--- src/rtl/mem_arbiter_pkg.sv ---
// Shared types for the RAM-port arbiter: word type, RAM handshake state,
// arbiter FSM state, and a helper for sizing the starvation counter.
package mem_arbiter_pkg;

    typedef logic [31:0] word_t;

    // RAM handshake as reported by the memory model / controller.
    typedef enum logic [1:0] {
        FREE   = 2'd0,
        BUSY   = 2'd1,
        ACCESS = 2'd2,
        ERROR  = 2'd3
    } ramstate_t;

    // Arbiter ownership of the RAM port.
    typedef enum logic [1:0] {
        IDLE  = 2'd0,
        ISERV = 2'd1,
        DSERV = 2'd2
    } arb_state_t;

    // Bits needed to count 0..limit inclusive (at least one bit).
    function automatic int scnt_width(input int limit);
        return (limit < 1) ? 1 : $clog2(limit + 1);
    endfunction

endpackage

--- src/rtl/mem_arbiter_if.sv ---
// Bundle of the instruction, data and RAM-side signals around the arbiter.
// `arb` is the arbiter's view; `tb` is the requester/RAM side.
interface mem_arbiter_if;
    import mem_arbiter_pkg::*;

    // instruction fetch path
    logic      iREN;
    word_t     iaddr;
    logic      iwait;
    word_t     iload;

    // data memory path
    logic      dREN;
    logic      dWEN;
    word_t     daddr;
    word_t     dstore;
    logic      dwait;
    word_t     dload;

    // RAM port
    logic      ramREN;
    logic      ramWEN;
    word_t     ramaddr;
    word_t     ramstore;
    word_t     ramload;
    ramstate_t ramstate;

    modport arb (
        input  iREN, iaddr, dREN, dWEN, daddr, dstore, ramload, ramstate,
        output iwait, iload, dwait, dload, ramREN, ramWEN, ramaddr, ramstore
    );

    modport tb (
        output iREN, iaddr, dREN, dWEN, daddr, dstore, ramload, ramstate,
        input  iwait, iload, dwait, dload, ramREN, ramWEN, ramaddr, ramstore
    );

endinterface

--- src/rtl/mem_arbiter.sv ---
// Registered arbiter sharing one RAM port between instruction fetch and
// data memory. Data wins by default; a saturating starvation counter forces
// an instruction grant after STARVE_LIMIT consecutive data grants made while
// a fetch was pending. Every serve state returns to IDLE before re-granting,
// so a retiring requester's stale request is never granted twice.
module mem_arbiter
    import mem_arbiter_pkg::*;
#(
    parameter int STARVE_LIMIT = 4
) (
    input  logic       CLK,
    input  logic       nRST,
    mem_arbiter_if.arb mif
);

    localparam int              CW    = scnt_width(STARVE_LIMIT);
    localparam logic [CW-1:0]   LIMIT = CW'(STARVE_LIMIT);

    arb_state_t    state, state_nxt;
    logic [CW-1:0] scnt, scnt_nxt;

    logic dreq;      // any data request pending
    logic ram_done;  // RAM completes the current access this cycle
    logic starved;   // fetch pending and data has had its full run

    assign dreq     = mif.dREN | mif.dWEN;
    assign ram_done = (mif.ramstate == ACCESS);
    assign starved  = mif.iREN && (scnt == LIMIT);

    // State and starvation counter; reset abandons any transaction in flight.
    always_ff @(posedge CLK or negedge nRST) begin
        if (!nRST) begin
            state <= IDLE;
            scnt  <= '0;
        end else begin
            state <= state_nxt;
            scnt  <= scnt_nxt;
        end
    end

    // Next-state and counter update; grants only happen from IDLE.
    always_comb begin
        state_nxt = state;
        scnt_nxt  = scnt;
        case (state)
            IDLE: begin
                if (dreq && !starved) begin
                    state_nxt = DSERV;
                    if (mif.iREN)
                        scnt_nxt = (scnt == LIMIT) ? scnt : scnt + CW'(1);
                    else
                        scnt_nxt = '0;
                end else if (mif.iREN) begin
                    state_nxt = ISERV;
                    scnt_nxt  = '0;
                end
            end
            // Completion or the owner withdrawing both drop back to IDLE.
            // BUSY/FREE/ERROR hold so the access is retried.
            DSERV: if (ram_done || !dreq)     state_nxt = IDLE;
            ISERV: if (ram_done || !mif.iREN) state_nxt = IDLE;
            default: state_nxt = IDLE;
        endcase
    end

    // RAM steering and wait signals; enables follow the live request so an
    // abort removes them in the same cycle.
    always_comb begin
        mif.ramREN   = 1'b0;
        mif.ramWEN   = 1'b0;
        mif.ramaddr  = '0;
        mif.ramstore = '0;
        mif.iwait    = 1'b1;
        mif.dwait    = 1'b1;
        case (state)
            DSERV: begin
                mif.ramaddr  = mif.daddr;
                mif.ramstore = mif.dstore;
                mif.ramWEN   = mif.dWEN;
                mif.ramREN   = mif.dREN & ~mif.dWEN;  // write wins if both
                mif.dwait    = !ram_done;
            end
            ISERV: begin
                mif.ramaddr  = mif.iaddr;
                mif.ramREN   = mif.iREN;
                mif.iwait    = !ram_done;
            end
            default: ;
        endcase
    end

    // Read data is a straight pass-through; the wait signals qualify it.
    assign mif.iload = mif.ramload;
    assign mif.dload = mif.ramload;

endmodule

--- src/flat_wrapper.sv ---
// flat-port wrapper written by rule: the top's interface ports become plain ports
module mem_arbiter_flat import mem_arbiter_pkg::*;
#(
    parameter int STARVE_LIMIT = 4
)
  (CLK, nRST, mif_iREN, mif_iaddr, mif_dREN, mif_dWEN, mif_daddr, mif_dstore, mif_ramload, mif_ramstate, mif_iwait, mif_iload, mif_dwait, mif_dload, mif_ramREN, mif_ramWEN, mif_ramaddr, mif_ramstore);
  mem_arbiter_if mif_i ();
  input  logic CLK;
  input  logic nRST;
  input wire logic [$bits(mif_i.iREN)-1:0] mif_iREN;
  input wire logic [$bits(mif_i.iaddr)-1:0] mif_iaddr;
  input wire logic [$bits(mif_i.dREN)-1:0] mif_dREN;
  input wire logic [$bits(mif_i.dWEN)-1:0] mif_dWEN;
  input wire logic [$bits(mif_i.daddr)-1:0] mif_daddr;
  input wire logic [$bits(mif_i.dstore)-1:0] mif_dstore;
  input wire logic [$bits(mif_i.ramload)-1:0] mif_ramload;
  input wire logic [$bits(mif_i.ramstate)-1:0] mif_ramstate;
  output wire logic [$bits(mif_i.iwait)-1:0] mif_iwait;
  output wire logic [$bits(mif_i.iload)-1:0] mif_iload;
  output wire logic [$bits(mif_i.dwait)-1:0] mif_dwait;
  output wire logic [$bits(mif_i.dload)-1:0] mif_dload;
  output wire logic [$bits(mif_i.ramREN)-1:0] mif_ramREN;
  output wire logic [$bits(mif_i.ramWEN)-1:0] mif_ramWEN;
  output wire logic [$bits(mif_i.ramaddr)-1:0] mif_ramaddr;
  output wire logic [$bits(mif_i.ramstore)-1:0] mif_ramstore;
  assign mif_i.iREN = mif_iREN;
  assign mif_i.iaddr = mif_iaddr;
  assign mif_i.dREN = mif_dREN;
  assign mif_i.dWEN = mif_dWEN;
  assign mif_i.daddr = mif_daddr;
  assign mif_i.dstore = mif_dstore;
  assign mif_i.ramload = mif_ramload;
  assign mif_i.ramstate = mif_ramstate;
  assign mif_iwait = mif_i.iwait;
  assign mif_iload = mif_i.iload;
  assign mif_dwait = mif_i.dwait;
  assign mif_dload = mif_i.dload;
  assign mif_ramREN = mif_i.ramREN;
  assign mif_ramWEN = mif_i.ramWEN;
  assign mif_ramaddr = mif_i.ramaddr;
  assign mif_ramstore = mif_i.ramstore;
  mem_arbiter #(.STARVE_LIMIT(STARVE_LIMIT)) u_core (.CLK(CLK), .nRST(nRST), .mif(mif_i));
endmodule
--- config.mk ---
export PLATFORM = sky130hd
export DESIGN_NAME = mem_arbiter_flat
export DESIGN_NICKNAME = d
export VERILOG_FILES = /design/src/rtl/mem_arbiter_pkg.sv /design/src/rtl/mem_arbiter_if.sv /design/src/rtl/mem_arbiter.sv /design/src/flat_wrapper.sv
export SDC_FILE = /design/constraint.sdc
export NUM_CORES = 1
export LEC_CHECK = 0
export ABC_AREA = 0
export BUFFER_PORTS_ARGS = -buffer_cell sky130_fd_sc_hd__buf_2
export CAP_MARGIN = 20
export CORE_AREA = 4 4 103 105
export CTS_BUF_LIST = sky130_fd_sc_hd__clkbuf_16
export CTS_CLUSTER_SIZE = 25
export DETAILED_ROUTE_END_ITERATION = 10
export DIE_AREA = 0 0 107 109
export PLACE_DENSITY = 0.54
export SLEW_MARGIN = 20
export SYNTH_ARGS = -nofsm -noshare
export SYNTH_HDL_FRONTEND = slang
export SYNTH_SLANG_ARGS = --single-unit
--- constraint.sdc ---
create_clock -name CLK -period 2.5 [get_ports CLK]
set_clock_uncertainty 0.2 [all_clocks]
set_input_delay 0.375 -clock CLK [delete_from_list [all_inputs] [get_ports CLK]]
set_output_delay 0.375 -clock CLK [all_outputs]
set_load 0.02 [all_outputs]
# Word-level counts from Yosys, hierarchy flattened
# Index checks and enable logic that the tools add are counted.
# Widths: inputs -> output; s select.
# totals
register_bits	5
input_bits	135
output_inout_bits	132
word_cells	41
# classes
addsub	1
n_eq_ne	8
mux	15
bitwise_logic	3
reduce_logical	12
# ops
op	count
$pmux 32 s2	1
$mux 32	1
$mux 3	4
$mux 2	4
$pmux 2 s3	1
$reduce_and 3->1	2
$eq 2x2->1 const B	2
$logic_not 1->1	4
$ne 2x1->1 const B	2
$add 3x1->3 const B	1
$eq 3x3->1 const B	1
$mux 1	3
$ne 3x2->1 const B	1
$ne 3x3->1 const B	1
$eq 2x1->1 const B	1
$logic_and 1x1->1	2
$logic_not 2->1	1
$logic_or 1x1->1	2
$pmux 1 s2	1
$reduce_bool 2->1	1
$and 1x1->1	1
$not 1->1	1
$or 1x1->1	1

# Logic depth before layout (Yosys ltp)
# depth
ltp_word	6
depth_mapped	7
mapped_depth_nobuf	6

# Worst setup path after synthesis
# OpenSTA, ideal clock, no wires.
# synth_timing
path_kind	reg2out
from	reg u_core.state[1]
to	out mif_ramaddr[0]
arrival_time_ns	1.315
required_time_ns	1.925
path_slack_ns	0.610
path_stages_with_launch	7
n_path_buf	2
cell_sequence	dfrtp_1 > inv_1 > ha_1 > buf_2 > buf_2 > a22oi_1 > nor2b_1
# synth_via
elab_chain_cells	2
word_cells_on_any_way	3
cone_classes	eq/ne: 2; mux: 1
# synth_lines
item	line_no	source
start: declaration	mem_arbiter.sv:19	arb_state_t state, state_nxt;
start signal: assignment	mem_arbiter.sv:36	state <= state_nxt;
$eq 2x1->1 or $eq 2x2->1 (tied branches)	mem_arbiter.sv:75	case (state)
$pmux 32 s2 *	mem_arbiter.sv:75	
end: declaration	flat_wrapper.sv:24	output wire logic [$bits(mif_i.ramaddr)-1:0] mif_ramaddr;
# Every way passes the cells marked *; elsewhere a longest branch is shown, timed or not.

# Worst setup path in the final report
# layout_timing
from	reg u_core.state[0]
to	out mif_ramaddr[30]
# The elaborated chain is that of the path after synthesis.

==> impl_metrics.tcl <==
set metrics [dict create \
    syn_to_final_growth_pct 39.04 \
    ir_drop_mv 0.4377 \
    grtUsageMet1 0.1121 \
    intPower_uw 988.3 \
    worstSetupStartpointType "flip-flop" \
    routed_wl_um 6216 \
    leakage_nw 1.189 \
    setup_viol 0 \
    setup_tns_ps 0 \
    fin_crit_sh 0.8974 \
    root_buffer "clkbuf_16" \
    grt_pass1_vias 1647 \
    syn-num-nets 360 \
    p_clk_frac 0.125 \
    rows 36 \
    die_y_um 109 \
    dieArea_um2 11660 \
    hold_violations 0 \
    drcViolationCount 0 \
    dpl.hpwl_um 5255 \
    tightest_slew_ps 387.9 \
    io_pins 267 \
    cap_violations 0 \
    insertion_delay_ps 230 \
    critPathKind "reg2out" \
    die_w_um 107 \
    pwr-share-seq 0.063 \
    grt_util_met2 0.1506 \
    drive_gt1_frac 0.5590 \
    syn_area_um2 1570 \
    synth-seq-area-share 0.07968 \
    grt.overflow.total 0 \
    fmax_mhz 445.7 \
    power_switching_mw 1.087 \
    timing.hold.ws_ps 277.0 \
    cts_tree "done" \
    drt-wirelength-per-cell_um 13.66 \
    grt_use_met3 0.02724 \
    rsz0062_at_grt "false" \
    pwr-share-comb 0.812 \
    post-cts-setup-buffer-count 0 \
    ctsLongestPathBuffers 2 \
    antenna_found_initial 0 \
    yosys.area.top_type "buf_4" \
    core-area_um2 9639 \
    grt_usage 0.09198 \
    power_density_nw_per_um2 950.4 \
    synth_edf_count 0 \
    cp_max_fo 69 \
    drt_first_iter_violations 96 \
    synth_area_leaders "buf_4 31%, a22oi_1 15%, and2_1 13%, nor2b_1 13%, dfrtp_1 8.0%" \
    antennaDiodeCount 0 \
    num_vias 1815 \
    yosysWarningCount 0 \
    grt_first_pass_wirelength_um 8590 \
    ant_nets 0 \
    min_path_type "in2reg" \
    slew_headroom 0.7408 \
    setup_slack_ps 256.6 \
    min_period_ps 2243 \
    drv_slew 0 \
    synth-seq-cells 5 \
    cts_num_sinks 5 \
    nets 463 \
    switching_share 0.5237 \
    async_reset_ff_frac 1.000 \
    cts_resized 0 \
    synth_most_common_cell "buf_4" \
    ys_types 24 \
    port_buffers 170 \
    place_congestion 0.9028 \
    post-place-ws_ps 523.9 \
    dr.pass1.iters 4 \
    hold_buffers 1 \
    busiest_layer "met2" \
    numCtsBuffers 3 \
    synth.avg_cell_area_um2 7.138 \
    yosysTopAreaCellShare 0.3060 \
    cts.htree.levels 1 \
    synth_ff_type "dfrtp_1" \
    grt_max_degree 70 \
    initial_core_util 0.1629 \
    required_ps 1920 \
    clkTransAtPathRegs_ps 30 \
    via_per_inst 3.989 \
    status "finished clean" \
    cp-end-kind "primary output" \
    arrival_ps 1670 \
    syn_inst 220 \
    synthTopCellsByCount "64 x buf_4, 33 x and2_1, 33 x nor2b_1" \
]
[cell usage in the layout (no fill, tap or decap)]
master,Yosys,routed
o21ai_0,1,1
nor2b_1,33,33
or2_4,1,1
a32o_1,1,1
o21ai_1,7,7
clkbuf_16,0,3
buf_2,10,170
nor2_1,1,1
a21boi_1,1,1
dlygate4sd3_1,0,1
a31oi_1,1,1
inv_1,6,7
dfrtp_1,5,5
a21oi_1,2,2
nand2b_1,1,1
nand3b_1,2,2
o21a_1,1,1
ha_1,5,4
ha_2,0,1
a211o_1,1,1
o32ai_1,1,1
a22oi_1,32,32
buf_12,0,1
and2_1,33,33
nand2_1,6,6
and3_1,1,1
buf_4,64,4
[power by group through the flow]
stage / Combinational [mW] / Sequential [mW] / Clock (mW)
after floorplan: 1.29 / 0.125 / 0
after global placement: 1.69 / 0.128 / 0
after detailed placement: 1.71 / 0.132 / 0
after CTS: 1.72 / 0.131 / 0.264
after global routing: 1.84 / 0.136 / 0.272
final: 1.69 / 0.130 / 0.259
[per-stage QoR]
stage	instances	instance area [µm²]	utilization	power (mW)
floorplan	220	1570	-	1.413
global placement	450	2095	0.2173	1.815
detailed placement	450	2095	0.2173	1.843
CTS	455	2183	0.2265	2.111
global route	455	2183	0.2265	2.247
finish	455	2183	0.2265	2.075
[flip-flops by register name (all words and copies together), names as in the netlist]
name	count
u_core.scnt	3
u_core.state	2
[critical path, stage by stage (launching register included)]
cell and delay [ps]:
dfrtp_1 390, inv_1 90, ha_2 190, buf_12 220
a22oi_1 140, nor2b_1 160, buf_2 190
[area by class of cell]
cell class	count	area, µm²
Clock buffer	3	75.07
Clock inverter	1	3.754
Fill cell	1113	7456
Inverter	6	22.52
Multi-Input combinational cell	131	879.6
Sequential cell	5	125.1
Tap cell	133	166.4
Timing Repair Buffer	176	910.9
[cells by family (layout without fill, tap and decap cells)]
family,count (synthesis),after routing,synth area share
simple gates,78,78,0.3028
flops,5,5,0.07968
fa+ha+maj,5,5,0.03984
buf+inv,84,186,0.3617
compound gates,48,48,0.2159
[final timing paths]
check / start / end / slack, ps / cells past startpoint
min in group asynchronous: nRST / u_core.scnt[1] / 290 / 2
hold / removal: mif_iREN / u_core.scnt[2] / 280 / 2
setup / recovery: u_core.state[0] / mif_ramaddr[30] / 260 / 6
max in group asynchronous: nRST / u_core.state[0] / 1670 / 2
hold reg to reg: u_core.scnt[0] / u_core.scnt[0] / 310 / 1
setup reg to reg: u_core.state[0] / u_core.state[1] / 700 / 7
[per-layer routing]
metal | part of all wire | vias to the layer above
met2 | 0.48 | 90
met5 | 0 | -
met3 | 0.091 | 33
met1 | 0.39 | 818
met4 | 0.035 | 0
li1 | - | 874
(Power assumes the default switching activity.)
